--- src/rtl/spi_master_cmd_pkg.sv ---
`default_nettype none
// ============================================================================
// Module      : spi_master_cmd_pkg
// Description : Shared command encodings, frame sizes and FSM states for the
//               SPI command master.
// Revision    : 1.0 - initial release
// ============================================================================
package spi_master_cmd_pkg;

    localparam int FRAME_BITS = 11;
    localparam int RD_BITS    = 8;

    localparam logic [1:0] c_cmd_wr_addr = 2'b00;
    localparam logic [1:0] c_cmd_wr_data = 2'b01;
    localparam logic [1:0] c_cmd_rd_addr = 2'b10;
    localparam logic [1:0] c_cmd_rd_data = 2'b11;

    typedef enum logic [2:0] {
        ST_IDLE    = 3'd0,
        ST_SETUP   = 3'd1,
        ST_SHIFT   = 3'd2,
        ST_TURN    = 3'd3,
        ST_CAPTURE = 3'd4,
        ST_GAP     = 3'd5
    } state_t;

endpackage
`default_nettype wire

--- src/rtl/spi_master_shreg.sv ---
`default_nettype none
// ============================================================================
// Module      : spi_master_shreg
// Description : 11-bit parallel-load / shift-out transmit register and 8-bit
//               shift-in receive register for the SPI command master.
// Revision    : 1.0 - initial release
// ============================================================================
module spi_master_shreg
    import spi_master_cmd_pkg::*;
(
    input  logic                  clk,
    input  logic                  rst,
    input  logic                  i_load,
    input  logic [FRAME_BITS-1:0] i_load_data,
    input  logic                  i_shift_en,
    input  logic                  i_cap_en,
    input  logic                  i_miso,
    output logic                  o_tx_msb,
    output logic [RD_BITS-1:0]    o_rx_next
);

    logic [FRAME_BITS-1:0] r_tx;
    logic [RD_BITS-2:0]    r_rx;

    always_ff @(posedge clk) begin
        if (rst) begin
            r_tx <= '0;
            r_rx <= '0;
        end else begin
            if (i_load) begin
                r_tx <= i_load_data;
            end else if (i_shift_en) begin
                r_tx <= {r_tx[FRAME_BITS-2:0], 1'b0};
            end
            if (i_cap_en) begin
                r_rx <= o_rx_next[RD_BITS-2:0];
            end
        end
    end

    assign o_tx_msb  = r_tx[FRAME_BITS-1];
    // Includes the live MISO bit so the final sample can go straight to the response
    assign o_rx_next = {r_rx, i_miso};

endmodule
`default_nettype wire

--- src/rtl/spi_master_cmd.sv ---
`default_nettype none
// ============================================================================
// Module      : spi_master_cmd
// Description : Command-driven SPI master sending 11-bit frames with optional
//               8-bit read-back. Define SPI_MASTER_CMD_CHECK_EN to enable
//               command-order checking with an err pulse.
// Revision    : 1.0 - initial release
// ============================================================================
module spi_master_cmd
    import spi_master_cmd_pkg::*;
#(
    parameter int TURNAROUND = 2,
    parameter int GAP        = 1
)
(
    input  logic       clk,
    input  logic       rst,
    input  logic       req_valid,
    output logic       req_ready,
    input  logic [1:0] req_cmd,
    input  logic [7:0] req_data,
    output logic       rsp_valid,
    output logic [7:0] rsp_data,
    output logic       busy,
    output logic       err,
    output logic       SS_n,
    output logic       MOSI,
    input  logic       MISO
);

    localparam logic [3:0] c_shift_last = 4'(FRAME_BITS - 1);
    localparam logic [3:0] c_turn_last  = 4'(TURNAROUND - 1);
    localparam logic [3:0] c_rd_last    = 4'(RD_BITS - 1);
    localparam logic [3:0] c_gap_last   = 4'(GAP - 1);

    state_t       r_state, w_state_next;
    logic [3:0]   r_cnt, w_cnt_next;
    logic [1:0]   r_cmd;
    logic         r_ss_n, w_ss_n_next;
    logic         r_mosi, w_mosi_next;
    logic         r_rsp_valid, w_rsp_valid_next;
    logic [7:0]   r_rsp_data;
    logic         r_err, w_err_next;
    logic         w_load, w_shift, w_cap;
    logic         w_order_ok;
    logic         w_tx_msb;
    logic [7:0]   w_rx_next;

`ifdef SPI_MASTER_CMD_CHECK_EN
    logic w_accept;
    logic r_wr_armed, r_rd_armed;

    assign w_accept = req_valid & req_ready;

    always_ff @(posedge clk) begin
        if (rst) begin
            r_wr_armed <= 1'b0;
            r_rd_armed <= 1'b0;
        end else if (w_accept) begin
            if (req_cmd == c_cmd_wr_addr) r_wr_armed <= 1'b1;
            if (req_cmd == c_cmd_rd_addr) r_rd_armed <= 1'b1;
        end
    end

    assign w_order_ok = (req_cmd == c_cmd_wr_data) ? r_wr_armed :
                        (req_cmd == c_cmd_rd_data) ? r_rd_armed : 1'b1;
`else
    assign w_order_ok = 1'b1;
`endif

    always_comb begin
        w_state_next     = r_state;
        w_cnt_next       = r_cnt;
        w_ss_n_next      = r_ss_n;
        w_mosi_next      = r_mosi;
        w_rsp_valid_next = 1'b0;
        w_err_next       = 1'b0;
        w_load           = 1'b0;
        w_shift          = 1'b0;
        w_cap            = 1'b0;
        case (r_state)
            ST_IDLE: begin
                if (req_valid) begin
                    if (w_order_ok) begin
                        w_load       = 1'b1;
                        w_state_next = ST_SETUP;
                        w_ss_n_next  = 1'b0;
                        w_mosi_next  = 1'b0;
                    end else begin
                        // Rejected requests are consumed without touching the bus
                        w_err_next   = 1'b1;
                    end
                end
            end
            ST_SETUP: begin
                w_mosi_next  = w_tx_msb;
                w_shift      = 1'b1;
                w_cnt_next   = c_shift_last;
                w_state_next = ST_SHIFT;
            end
            ST_SHIFT: begin
                if (r_cnt == 4'd0) begin
                    w_mosi_next = 1'b0;
                    if (r_cmd == c_cmd_rd_data) begin
                        w_state_next = ST_TURN;
                        w_cnt_next   = c_turn_last;
                    end else begin
                        w_state_next = ST_GAP;
                        w_ss_n_next  = 1'b1;
                        w_cnt_next   = c_gap_last;
                    end
                end else begin
                    w_mosi_next = w_tx_msb;
                    w_shift     = 1'b1;
                    w_cnt_next  = r_cnt - 4'd1;
                end
            end
            ST_TURN: begin
                if (r_cnt == 4'd0) begin
                    w_state_next = ST_CAPTURE;
                    w_cnt_next   = c_rd_last;
                end else begin
                    w_cnt_next   = r_cnt - 4'd1;
                end
            end
            ST_CAPTURE: begin
                w_cap = 1'b1;
                if (r_cnt == 4'd0) begin
                    w_state_next     = ST_GAP;
                    w_ss_n_next      = 1'b1;
                    w_rsp_valid_next = 1'b1;
                    w_cnt_next       = c_gap_last;
                end else begin
                    w_cnt_next       = r_cnt - 4'd1;
                end
            end
            ST_GAP: begin
                if (r_cnt == 4'd0) begin
                    w_state_next = ST_IDLE;
                end else begin
                    w_cnt_next   = r_cnt - 4'd1;
                end
            end
            default: begin
                w_state_next = ST_IDLE;
                w_ss_n_next  = 1'b1;
                w_mosi_next  = 1'b0;
            end
        endcase
    end

    always_ff @(posedge clk) begin
        if (rst) begin
            r_state     <= ST_IDLE;
            r_cnt       <= 4'd0;
            r_cmd       <= 2'b00;
            r_ss_n      <= 1'b1;
            r_mosi      <= 1'b0;
            r_rsp_valid <= 1'b0;
            r_rsp_data  <= 8'h00;
            r_err       <= 1'b0;
        end else begin
            r_state     <= w_state_next;
            r_cnt       <= w_cnt_next;
            r_ss_n      <= w_ss_n_next;
            r_mosi      <= w_mosi_next;
            r_rsp_valid <= w_rsp_valid_next;
            r_err       <= w_err_next;
            if (w_load) r_cmd <= req_cmd;
            if (w_rsp_valid_next) r_rsp_data <= w_rx_next;
        end
    end

    spi_master_shreg u_shreg (
        .clk         (clk),
        .rst         (rst),
        .i_load      (w_load),
        .i_load_data ({req_cmd[1], req_cmd, req_data}),
        .i_shift_en  (w_shift),
        .i_cap_en    (w_cap),
        .i_miso      (MISO),
        .o_tx_msb    (w_tx_msb),
        .o_rx_next   (w_rx_next)
    );

    assign req_ready = (r_state == ST_IDLE);
    assign busy      = (r_state != ST_IDLE);
    assign SS_n      = r_ss_n;
    assign MOSI      = r_mosi;
    assign rsp_valid = r_rsp_valid;
    assign rsp_data  = r_rsp_data;
    assign err       = r_err;

endmodule
`default_nettype wire

--- config.mk ---
export PLATFORM = sky130hd
export DESIGN_NAME = spi_master_cmd
export DESIGN_NICKNAME = d
export VERILOG_FILES = /design/src/rtl/spi_master_cmd_pkg.sv /design/src/rtl/spi_master_shreg.sv /design/src/rtl/spi_master_cmd.sv
export SDC_FILE = /design/constraint.sdc
export NUM_CORES = 1
export LEC_CHECK = 0
export BUFFER_PORTS_ARGS = -buffer_cell sky130_fd_sc_hd__buf_2
export CORE_UTILIZATION = 45
export CTS_CLUSTER_DIAMETER = 50
export DETAILED_ROUTE_END_ITERATION = 12
export PLACE_DENSITY = 0.7
export SLEW_MARGIN = 20
export SYNTH_ARGS = -nofsm -noshare
export SYNTH_HDL_FRONTEND = slang
export SYNTH_SLANG_ARGS = --single-unit
--- constraint.sdc ---
create_clock -name clk -period 4.2 [get_ports clk]
set_input_delay 0 -clock clk [delete_from_list [all_inputs] [get_ports clk]]
set_output_delay 0 -clock clk [all_outputs]
set_load 0.005 [all_outputs]
==> results of run 1 <==
-- metrics by stage --
| stage | total power [mW] | area, sq um | hold WS, ns | instances | worst slack [ns] |
|---|---|---|---|---|---|
| 2_1_floorplan | 1.03 | 1880 | 0.136 | 236 | 2.40 |
| 3_3_place_gp | 1.14 | 2000 | 0.231 | 295 | 1.84 |
| 3_5_place_dp | 1.14 | 2000 | 0.257 | 295 | 1.77 |
| 4_1_cts | 1.53 | 2220 | 0.000257 | 312 | 1.75 |
| 5_1_grt | 1.64 | 2220 | 0.0282 | 312 | 1.46 |
| 6_report | 1.51 | 2220 | 0.00359 | 312 | 1.74 |
-- cells by family (layout without fill, tap and decap cells) --
| logic type | Yosys count | in the layout | share of synthesized area [%] |
|---|---|---|---|
| mux | 2 | 2 | 1.06 |
| compound gates | 67 | 67 | 23.5 |
| fa+ha+maj | 2 | 2 | 1.33 |
| buf+inv | 25 | 51 | 5.98 |
| other cells | 1 | 1 | 0.199 |
| simple gates | 101 | 101 | 27.5 |
| flops | 38 | 38 | 40.4 |
-- worst paths after layout --
check / end / slack, ns / depth (start not counted)
worst max-delay path: rsp_data[7] / 1.74 / 4
worst min-delay path: u_shreg.r_tx[0] / 0.004 / 3
worst max register to register: rsp_data[7] / 1.74 / 4
worst min register to register: rsp_data[2] / 0.46 / 2
-- tightest hold or removal path, delay by kind of cell --
kind	cells	cell delay, ns
simple gates	1	0.12
buf+inv	1	0.07
mux	1	0.06
-- placed cells by master, fill, tap and decap left out, types with 2 or more instances in the layout --
master / count
dfxtp_1: 38
a22oi_1: 2
o21ai_0: 5
nor3_2: 2
buf_2: 26
dlygate4sd3_1: 9
clkbuf_8: 5
nor3_1: 9
nor4_1: 2
a221oi_1: 2
and3_1: 2
nand3_1: 11
o31ai_1: 2
o21bai_1: 2
nor2_1: 14
ha_1: 2
o22ai_1: 2
o221ai_1: 3
nand2_1: 39
a21oi_1: 31
nand4_1: 2
nor2b_1: 3
bufinv_16: 2
nor3b_2: 4
nand3b_1: 2
mux2i_1: 2
nand2b_1: 4
a21o_1: 3
inv_1: 6
a32oi_1: 2
a211oi_1: 3
-- final cells by class --
class                   instances  area, sq um
well taps                      50         62.6
clock buffers                   5         68.8
inverters                       7         26.3
clock inverters                 3         68.8
fillers                       378         1780
multi-input cells             173         1010
flip-flops and latches         38          761
repair buffers                 36          228
-- per-layer routing --
metal  vias to the layer above  global-route usage (%)  wire length, um
met5                         -                       0                0
met4                         0                    7.98               63
met3                         6                    4.79              142
met2                        34                    33.2             1780
met1                       786                    25.7             1920
li1                        888                       -                -
-- cells in the mapped netlist, drive strengths merged (2+ instances only) --
master and count:
a21oi 32, nand3 11, inv 7, a221oi 2, o31ai 2, nand4 2
a22oi 2, nor3 11, clkbuf 9, dfxtp 38, and3 2, mux2i 2
buf 9, nor2b 3, nor2 14, o21ai 6, and2 2, o22ai 2
nand3b 2, nor4 2, ha 2, nand2 39, a21o 3, o221ai 3
a32oi 2, nor3b 4, a211oi 3, o21bai 2, nand2b 4
-- timing repair --
item | CTS | global route
hold buffers | 9 | 0
resized for setup | 0 | 0
endpoints found under the hold margin | 10 | 0
-- registers in the layout (all words and copies together), names as in the netlist --
register	flops
MOSI	1
u_shreg.r_tx	11
r_cmd	2
r_state	3
SS_n	1
rsp_data	8
rsp_valid	1
r_cnt	4
u_shreg.r_rx	7
-- power by group --
part	switching (mW)	leakage, nW	internal [mW]
registers	0.107	0.310	0.436
logic	0.351	0.483	0.247
clock network	0.134	0.0683	0.238
==> key figures, run 1 <==
Outcome
  • Status: completed

Pwr
  • VDD IR-drop max: approximately 360 uV
  • Static Leak: 0.862 nW
  • Pwr dens: approximately 700 nW/um^2

Critical path
  • Arr. time, crit path: roughly 2.6 ns
  • Crit path cell chain: nor3b_2 > nand2_1 > nand2_1 > a21oi_1
  • Critical path launch point: r_state[2]
  • Worst Path Buf+Inv: 0
  • CP required: ~4.4 ns
  • Critical Path Sink Type: flop
  • Slowest stage cell on the critical path: dfxtp_1
  • Worst R2R Start: r_state[2]
  • Crit-path max FO: 29
  • Critical Path Max Stage Delay: about 0.9 ns
  • WS Path Type: reg -> reg
  • Type of origin of the critical path: flop
  • CP top delay family: simple AND/OR/NAND/NOR gates
  • Critical path's most frequent cell: nand2_1

Clock tree
  • Clock root cell: clkbuf_8
  • Maximum root-to-sink buffer count: 2
  • H-tree levels: 2
  • CTS clk-pin slew, worst paths: around 0.080 ns
  • Post-CTS setup buffer count: 0
  • Latest clock arrival within the worst-skew pair: slightly below 0.3 ns
  • Clk sink count: 38
  • CTS Buf Count: 5
  • CTS tree: yes

Drt
  • Routed length per instance: roughly 13 um
  • Vias/cell: approximately 5.5
  • DRT iter0 DRCs: 85
  • Total number of vias: 1,714
  • # DRC: 0
  • Drt pass-1 iters: 4
  • Total wire length: 3910 um
  • Antenna viol nets, final: 0

STA
  • Final hold vios: 0
  • Crit share post-route: 58.5%
  • Number of setup violations in the final report: 0
  • Fmax: roughly 0.41 GHz
  • Min cycle time layout: between 2 and 2.5 ns
  • RSZ-0062 raised after global routing: no
  • Final setup TNS: 0 ns
  • Least-Margin Pin Slew: roughly 1.0 ns
  • Slew Viols, Final: 0
  • Layout Skew: about 0.0044 ns
  • Rel. slew slack: ~30%

Synth
  • Post-synth EDFFs: 0
  • Leading area contributor after synthesis: dfxtp_1
  • Yosys warnings: 0
  • Post-synth ARST share: 0%
  • Most used DFF post-synth: dfxtp_1
  • Mapped cell area: roughly 1900 sq um
  • Top cells by area, synth: dfxtp_1 (40%), a21oi_1 (8.2%), nand2_1 (7.8%), nand3_1 (2.9%), nor2_1 (2.8%)
  • Synth Net Count: 252
  • Yosys reg bits: 38
  • Syn avg cell area: approximately 8 sq um
  • Yosys top cell area share: about two fifths
  • Register area share after synthesis: roughly 40%
  • Post-Syn Instances: between 200 and 250
  • Synth unique cells: 51

Flow run
  • Max Cap Violations: 0

Global routing
  • Antenna violations before repair: 0
  • Pin count of the biggest net entering global routing: 40
  • Via count of the first global-routing pass: 1,592
  • Remaining Overflow, GRT: 0
  • Gr usage total: around a fifth
  • First-pass GRT wire length: 6870 um

Floorplan
  • Die footprint: ~4400 sq um
  • Core area: 4000 sq um
  • Ports: 28
  • Starting density of the core: 47.0%
  • Core Rows: 23
  • Die Y: roughly 67 um
  • Die width: between 60 and 70 um

Place
  • DPL Wire Length: between 2000 and 3000 um
  • RePlAce Congestion: 0.808
  • Port-buffer cells: 26

Finish
  • Antenna diode count: 0
  • Fin util: between 50% and 60%
  • Ratio of cells with drive above 1 in the final layout: 16.8%
  • Area growth syn-to-layout: 18.2%
  • Fin nets: 277

Min path
  • Hold Path Class: in -> reg
  • Hold path startpoint: req_data[0]
No activity file was read; power rests on OpenSTA's default activity.
==> inputs of run 2 (changes only) <==
--- a/config.mk
+++ b/config.mk
@@ -5,11 +5,12 @@
 export SDC_FILE = /design/constraint.sdc
 export NUM_CORES = 1
 export LEC_CHECK = 0
+export ABC_AREA = 1
 export BUFFER_PORTS_ARGS = -buffer_cell sky130_fd_sc_hd__buf_2
 export CORE_UTILIZATION = 45
 export CTS_CLUSTER_DIAMETER = 50
 export DETAILED_ROUTE_END_ITERATION = 12
-export PLACE_DENSITY = 0.7
+export PLACE_DENSITY = 0.73
 export SLEW_MARGIN = 20
 export SYNTH_ARGS = -nofsm -noshare
 export SYNTH_HDL_FRONTEND = slang
==> constraint.sdc (replaced) <==
create_clock -name clk -period 2.1 [get_ports clk]
set_input_delay 0 -clock clk [delete_from_list [all_inputs] [get_ports clk]]
set_output_delay 0 -clock clk [all_outputs]
set_load 0.005 [all_outputs]
==> key figures, run 2 <==
Place
  • RePlAce Congestion: 0.851 (+5.3%)
  • Instance area at placement: 1950 sq um (-2.1%)
  • DPL Wire Length: 2600 um (-0.23%)
  • Port-buffer cells: 26 (unchanged)

STA
  • Final setup TNS: 0 ns (unchanged)
  • Final hold vios: 1 (+1)
  • Least-Margin Pin Slew: 0.609 ns (-0.434 ns)
  • Crit share post-route: 79.3% (+21 points)
  • RSZ-0062 raised after global routing: no
  • Fmax: 0.601 GHz (+48%)
  • Hold slack: -0.00422 ns (-0.00782 ns)
  • Number of setup violations in the final report: 0 (unchanged)
  • Rel. slew slack: 59.3% (+29 points)
  • Layout Skew: 0.00456 ns (+0.000205 ns)
  • Slew Viols, Final: 0 (unchanged)
  • Min cycle time layout: 1.66 ns (-0.793 ns)

Clock tree
  • Latest clock arrival within the worst-skew pair: 0.29 ns (about the same)
  • Clock root cell: clkbuf_8
  • Post-CTS setup buffer count: 0 (unchanged)
  • CTS Buf Count: 5 (unchanged)
  • Clk sink count: 38 (unchanged)
  • CTS tree: yes
  • H-tree levels: 2 (unchanged)
  • CTS clk-pin slew, worst paths: 0.08 ns (about the same)
  • Maximum root-to-sink buffer count: 2 (unchanged)
  • # resized after CTS: 0 (unchanged)

Synth
  • Post-Syn Instances: 254 (+7.6%)
  • Most used DFF post-synth: dfxtp_1
  • Mapped cell area: 1800 sq um (-4.3%)
  • Top-count cell post-synth: nor2_1
  • Commonest cells post-synth: nor2_1 (56), nand2_1 (50), dfxtp_1 (38)
  • Yosys warnings: 0 (unchanged)
  • Yosys top cell area share: 42.2% (+1.8 points)
  • Post-synth EDFFs: 0 (unchanged)
  • Synth Net Count: 270 (+7.1%)
  • Yosys reg bits: 38 (unchanged)
  • Post-synth ARST share: 0% (unchanged)
  • Syn avg cell area: 7.09 sq um (-11%)
  • Register area share after synthesis: 42.2% (+1.8 points)
  • Synth unique cells: 28 (-45%)
  • Top cells by area, synth: dfxtp_1 (42%), nor2_1 (12%), nand2_1 (10%), o21ai_0 (4.4%), nand2_2 (3.5%)
  • Leading area contributor after synthesis: dfxtp_1

Global routing
  • Gr usage total: 18.8% (-1.6 points)
  • Remaining Overflow, GRT: 0 (unchanged)
  • Pin count of the biggest net entering global routing: 26 (-35%)
  • Via count of the first global-routing pass: 1,477 (-7.2%)
  • First-pass GRT wire length: 6220 um (-9.5%)
  • Antenna violations before repair: 0 (unchanged)

Drt
  • Routed length per instance: 10.9 um (-13%)
  • Total wire length: 3650 um (-6.7%)
  • Drt pass-1 iters: 4 (unchanged)
  • Vias/cell: 5.01 (-8.8%)
  • # DRC: 0 (unchanged)
  • Total number of vias: 1,674 (-2.3%)
  • DRT iter0 DRCs: 78 (-8.2%)
  • Antenna viol nets, final: 0 (unchanged)

Finish
  • Top reg by flops: u_shreg.r_tx
  • Fin nets: 301 (+8.7%)
  • Final Instance Area: 2130 sq um (-4.1%)
  • Most frequent cells in the layout: nor2_1 (56), nand2_1 (50), dfxtp_1 (38), buf_2 (26), o21ai_0 (16)
  • Commonest non-fill, non-tap cell in the layout: nor2_1
  • Ratio of cells with drive above 1 in the final layout: 22.4% (+5.6 points)
  • Antenna diode count: 0 (unchanged)
  • Fin util: 57.0% (+1.4 points)
  • Area growth syn-to-layout: 18.3%
  • Max reg flops: 11 (unchanged)

Critical path
  • Crit-path max FO: 9 (-69%)
  • CP required: 2.29 ns (-2.06 ns)
  • Critical Path Max Stage Delay: 0.33 ns (-0.57 ns)
  • CP endpoint: rsp_data[3]
  • Reg-to-reg endpoint: rsp_data[3]
  • Slowest stage cell on the critical path: dfxtp_1
  • FF-to-FF path depth: 7 (+3)
  • Worst R2R Start: r_cnt[0]
  • Critical Path Sink Type: flop
  • WS Path Type: reg -> reg
  • R2R Setup Slk: 0.44 ns (-1.31 ns)
  • Arr. time, crit path: 1.86 ns (-0.74 ns)
  • Type of origin of the critical path: flop
  • Critical path launch point: r_cnt[0]
  • Critical path's most frequent cell: nor2_1
  • Crit path cell chain: inv_1 > ha_1 > nand2_2 > nor2_4 > clkinv_1 > nor2_1 > nor2_1

Floorplan
  • Core area: 3740 sq um (-6.4%)
  • Ports: 28 (unchanged)
  • Die width: 65.3 um (-2.1%)
  • Die footprint: 4260 sq um (-4.1%)
  • Die Y: 65.3 um (-2.1%)
  • Starting density of the core: 48.1% (+1.1 points)
  • Core Rows: 22 (-4.3%)

Min path
  • Hold path startpoint: req_data[0]
  • Hold Path Class: in -> reg

Pwr
  • VDD IR-drop max: 814 uV (+130%)
  • Final Total Pwr: 3.36 mW (+120%)
  • Static Leak: 1.02 nW (+18%)
  • Pwr dens: 1580 nW/um^2 (+130%)

Outcome
  • Status: finished with violations
  • Failing checks: hold timing

Flow run
  • Max Cap Violations: 0 (unchanged)
## run 2: cell count changes in the layout (fill, tap and decap cells not counted), sizes merged, moves of 4 or more
cell         before  now
nor2             14   63
o21ai             6   27
nor3             11    4
nor3b             4    0
dlygate4sd3       9    4
a21oi            32   11
nand2            39   61
nand2b            4    0
inv               7   18
## run 2: cell type report
type	count	area [sq um]
Timing Repair Buffer	30	170
Fill cell	373	1610
Sequential cell	38	761
Inverter	19	71.3
Clock buffer	5	68.8
Tap cell	48	60.1
Multi-Input combinational cell	191	932
Clock inverter	3	68.8
## run 2: critical path, delay by kind of cell, from the launching register on
family / cells / cell delay, ns
adder cells (fa/ha/maj): 1 / 0.22
buffers and inverters: 2 / 0.39
flip-flops: 1 / 0.33
AND/OR/NAND/NOR: 4 / 0.63
## run 2: power breakdown
| group | total (mW) | leakage (nW) | switching, mW | internal (mW) |
|---|---|---|---|---|
| sequential | 1.09 | 0.310 | 0.150 | 0.936 |
| combinational | 1.53 | 0.639 | 1.00 | 0.530 |
| clock | 0.746 | 0.0683 | 0.270 | 0.476 |
## run 2: cell families after synthesis
logic type      Yosys count  share of synthesized area [%]
simple gates            142                           36.5
flops                    38                           42.2
other cells               1                          0.208
fa+ha+maj                 2                           1.39
buf+inv                  25                           6.04
xor+xnor                  1                          0.486
compound gates           45                           13.2
## run 2: how the worst min path moves through the flow
stage                            to  slack [ns]  cells past startpoint
detailed placement      rsp_data[0]        0.25                      3
finish              u_shreg.r_tx[0]      -0.004                      3
floorplan           u_shreg.r_tx[5]        0.07                      1
global placement        rsp_data[0]        0.24                      3
global route        u_shreg.r_tx[0]        0.03                      3
CTS                 u_shreg.r_tx[0]       0.001                      3
## run 2: through the flow
step / worst slack (ns) / hold slack (ns) / std cells
2_1_floorplan: 0.666 / 0.0694 / 254
3_3_place_gp: 0.468 / 0.243 / 322
3_5_place_dp: 0.420 / 0.247 / 322
5_1_grt: 0.213 / 0.0329 / 334
6_report: 0.435 / -0.00422 / 334
4_1_cts: 0.406 / 0.00101 / 334
## run 2: timing repair
| item | 4_1_cts | 5_1_grt |
|---|---|---|
| hold buffers | 4 | 0 |
| setup endpoints to repair | 0 | 0 |
| hold endpoints to repair | 5 | 0 |
## run 2: metal layers
metal	routed length [um]	vias to the layer above	global-route usage, %
met2	1720	39	32.0
met4	46	0	6.25
li1	-	872	-
met1	1720	758	23.3
met5	0	-	0
met3	156	5	4.17
==> inputs of run 3 (changes only) <==
--- a/config.mk
+++ b/config.mk
@@ -5,12 +5,12 @@
 export SDC_FILE = /design/constraint.sdc
 export NUM_CORES = 1
 export LEC_CHECK = 0
-export ABC_AREA = 1
+export ABC_AREA = 0
 export BUFFER_PORTS_ARGS = -buffer_cell sky130_fd_sc_hd__buf_2
 export CORE_UTILIZATION = 45
 export CTS_CLUSTER_DIAMETER = 50
 export DETAILED_ROUTE_END_ITERATION = 12
-export PLACE_DENSITY = 0.73
+export PLACE_DENSITY = 0.7
 export SLEW_MARGIN = 20
 export SYNTH_ARGS = -nofsm -noshare
 export SYNTH_HDL_FRONTEND = slang
==> constraint.sdc (replaced) <==
create_clock -name clk -period 1.6 [get_ports clk]
set_input_delay 0 -clock clk [delete_from_list [all_inputs] [get_ports clk]]
set_output_delay 0 -clock clk [all_outputs]
set_load 0.005 [all_outputs]
==> key figures, run 3 (synthesis results as in run 1) <==
Outcome
  • Status: finished with violations
  • Failing checks: setup timing

Place
  • DPL Wire Length: 3040 um (+17%)
  • RePlAce Congestion: 0.845 (-0.67%)
  • Cells after DPL: 320 (-0.62%)
  • Instance area at placement: 2210 sq um (+13%)
  • Port-buffer cells: 26 (unchanged)

Finish
  • Ratio of cells with drive above 1 in the final layout: 32.5% (+10 points)
  • Antenna diode count: 0 (unchanged)
  • Fin nets: 307 (+2.0%)
  • Most frequent cells in the layout: nand2_1 (38), dfxtp_1 (34), a21oi_1 (29), buf_4 (28), buf_2 (27)
  • Final Instance Area: 2500 sq um (+17%)
  • Non-filler cells, final: 342 (+2.4%)
  • Top reg by flops: u_shreg.r_tx
  • Fillers: 364 (-2.4%)
  • Max reg flops: 11 (unchanged)
  • Area growth syn-to-layout: 33.0%
  • Commonest non-fill, non-tap cell in the layout: nand2_1

Clock tree
  • CTS clk-pin slew, worst paths: 0.08 ns (about the same)
  • Latest clock arrival within the worst-skew pair: 0.29 ns (about the same)
  • CTS Buf Count: 5 (unchanged)
  • Maximum root-to-sink buffer count: 2 (unchanged)
  • Clk sink count: 38 (unchanged)
  • H-tree levels: 2 (unchanged)
  • Clock root cell: clkbuf_8
  • CTS tree: yes

Critical path
  • CP required: 1.75 ns (-0.54 ns)
  • R2R Setup Slk: -0.02 ns (-0.45 ns)
  • WS Path Type: reg -> reg
  • Crit-path max FO: 5 (-4)
  • Slowest stage cell on the critical path: or3b_4
  • CP top delay family: compound AO/OA/AOI/OAI gates
  • Arr. time, crit path: 1.76 ns (-0.10 ns)
  • Critical Path Max Stage Delay: 0.43 ns (+0.10 ns)
  • Type of origin of the critical path: flop
  • Worst Path Buf+Inv: 1 (-1)
  • Crit path cell chain: inv_2 > ha_4 > or3b_4 > a21o_4 > a22oi_2 > a21oi_1
  • Critical Path Sink Type: flop

Global routing
  • Via count of the first global-routing pass: 1,617 (+9.5%)
  • Remaining Overflow, GRT: 0 (unchanged)
  • Gr usage total: 21.7% (+2.9 points)
  • Pin count of the biggest net entering global routing: 40 (+54%)
  • Antenna violations before repair: 0 (unchanged)
  • First-pass GRT wire length: 7320 um (+18%)

STA
  • Final hold vios: 0 (-1)
  • Least-Margin Pin Slew: 0.746 ns (+0.137 ns)
  • Number of setup violations in the final report: 4 (+4)
  • Hold slack: 0.00183 ns (+0.00605 ns)
  • Min cycle time layout: 1.62 ns (-0.0489 ns)
  • RSZ-0062 raised after global routing: yes
  • Layout Skew: 0.00679 ns (+0.00223 ns)
  • Setup ws final: -0.0157 ns (-0.451 ns)
  • Fmax: 0.619 GHz (+3.0%)
  • Rel. slew slack: 50.3% (-9.1 points)
  • Crit share post-route: 101% (+22 points)
  • Slew Viols, Final: 0 (unchanged)

Floorplan
  • Die footprint: 4440 sq um (+4.3%)
  • Starting density of the core: 47.0% (-1.1 points)
  • Die Y: 66.7 um (+2.1%)
  • Core area: 4000 sq um (+6.9%)
  • Ports: 28 (unchanged)
  • Core Rows: 23 (+4.5%)
  • Die width: 66.7 um (+2.1%)

Pwr
  • Sw Pwr: 1.85 mW (+30%)
  • VDD IR-drop max: 838 uV (+3.0%)
  • Clk pwr share: 15.0% (-7.2 points)
  • P_int: 2.79 mW (+44%)
  • Static Leak: 1.01 nW (-1.1%)
  • Sequential share of power: 28.8% (-3.5 points)
  • Pwr dens: 1850 nW/um^2 (+17%)
  • Gate power share: 56.1% (+11 points)
  • Final Total Pwr: 4.63 mW (+38%)
  • Sw frac: 39.8% (-2.4 points)

Drt
  • Routed length per instance: 13.2 um (+21%)
  • Vias/cell: 5.46 (+8.9%)
  • Drt pass-1 iters: 4 (unchanged)
  • Total number of vias: 1,866 (+11%)
  • # DRC: 0 (unchanged)
  • DRT iter0 DRCs: 110 (+41%)
  • Total wire length: 4520 um (+24%)
  • Antenna viol nets, final: 0 (unchanged)

Min path
  • Hold Path Class: in -> reg

Flow run
  • Max Cap Violations: 0 (unchanged)
[run 3: cell count changes in the layout (fill, tap and decap cells not counted), sizes merged, moves of 4 or more]
cell,change
nand2b,+4
o21ai,-21
buf,+31
nor3b,+4
nor3,+7
inv,-11
a21oi,+21
nand2,-22
dlygate4sd3,+4
a21o,+4
nor2,-49
[run 3: tightest hold or removal path, stage by stage]
cell,delay [ns]
buf_2,0.09
nor2_1,0.10
nor4_1,0.05
[run 3: power by group through the flow]
stage | logic, mW | registers [mW] | clock network [mW]
after CTS | 2.44 | 1.33 | 0.713
after global placement | 2.13 | 1.34 | 0
after global routing | 2.85 | 1.36 | 0.754
after detailed placement | 2.16 | 1.34 | 0
final | 2.60 | 1.34 | 0.697
after floorplan | 1.49 | 1.31 | 0
[run 3: path summary, 6_finish.rpt]
path / startpoint / end / cells after the start
setup / recovery: r_cnt[0] / u_shreg.r_tx[5] / 6
hold / removal: req_data[4] / u_shreg.r_tx[4] / 3
setup reg to reg: r_cnt[0] / u_shreg.r_tx[5] / 6
hold reg to reg: rsp_data[0] / rsp_data[0] / 2
[run 3: layout make-up]
class | instances | area, sq um | share of cell area [%]
Clock buffer | 6 | 82.6 | 3.30
Timing Repair Buffer | 65 | 448 | 17.9
Inverter | 7 | 26.3 | 1.05
Multi-Input combinational cell | 174 | 1110 | 44.2
Clock inverter | 2 | 12.5 | 0.500
Tap cell | 50 | 62.6 | 2.50
Sequential cell | 38 | 766 | 30.6
[run 3: metal layers]
metal / routed length (um) / share of wire [%] / track usage (%)
met5: 0 / 0 / 0
met4: 63 / 1.4 / 7.71
met3: 119 / 2.6 / 3.08
met2: 2160 / 48 / 34.7
met1: 2170 / 48 / 29.4
[run 3: what timing repair did]
| item | in CTS | in global routing |
|---|---|---|
| setup buffers | 3 | 1 |
| pin swaps | 4 | 8 |
| hold buffers | 8 | 0 |
| gates resized for setup | 11 | 10 |
| setup endpoints to repair | 19 | 22 |
| cloned | 1 | 1 |
| hold endpoints to repair | 9 | 0 |
[run 3: per-stage QoR]
stage	utilization, %	setup WS [ns]	TNS [ns]
6_report	62.6	-0.0157	-0.0336
3_5_place_dp	55.2	-0.149	-0.987
5_1_grt	62.6	-0.0695	-0.532
2_1_floorplan	-	-0.0811	-0.378
3_3_place_gp	55.2	-0.101	-0.534
4_1_cts	61.4	-0.0148	-0.0415
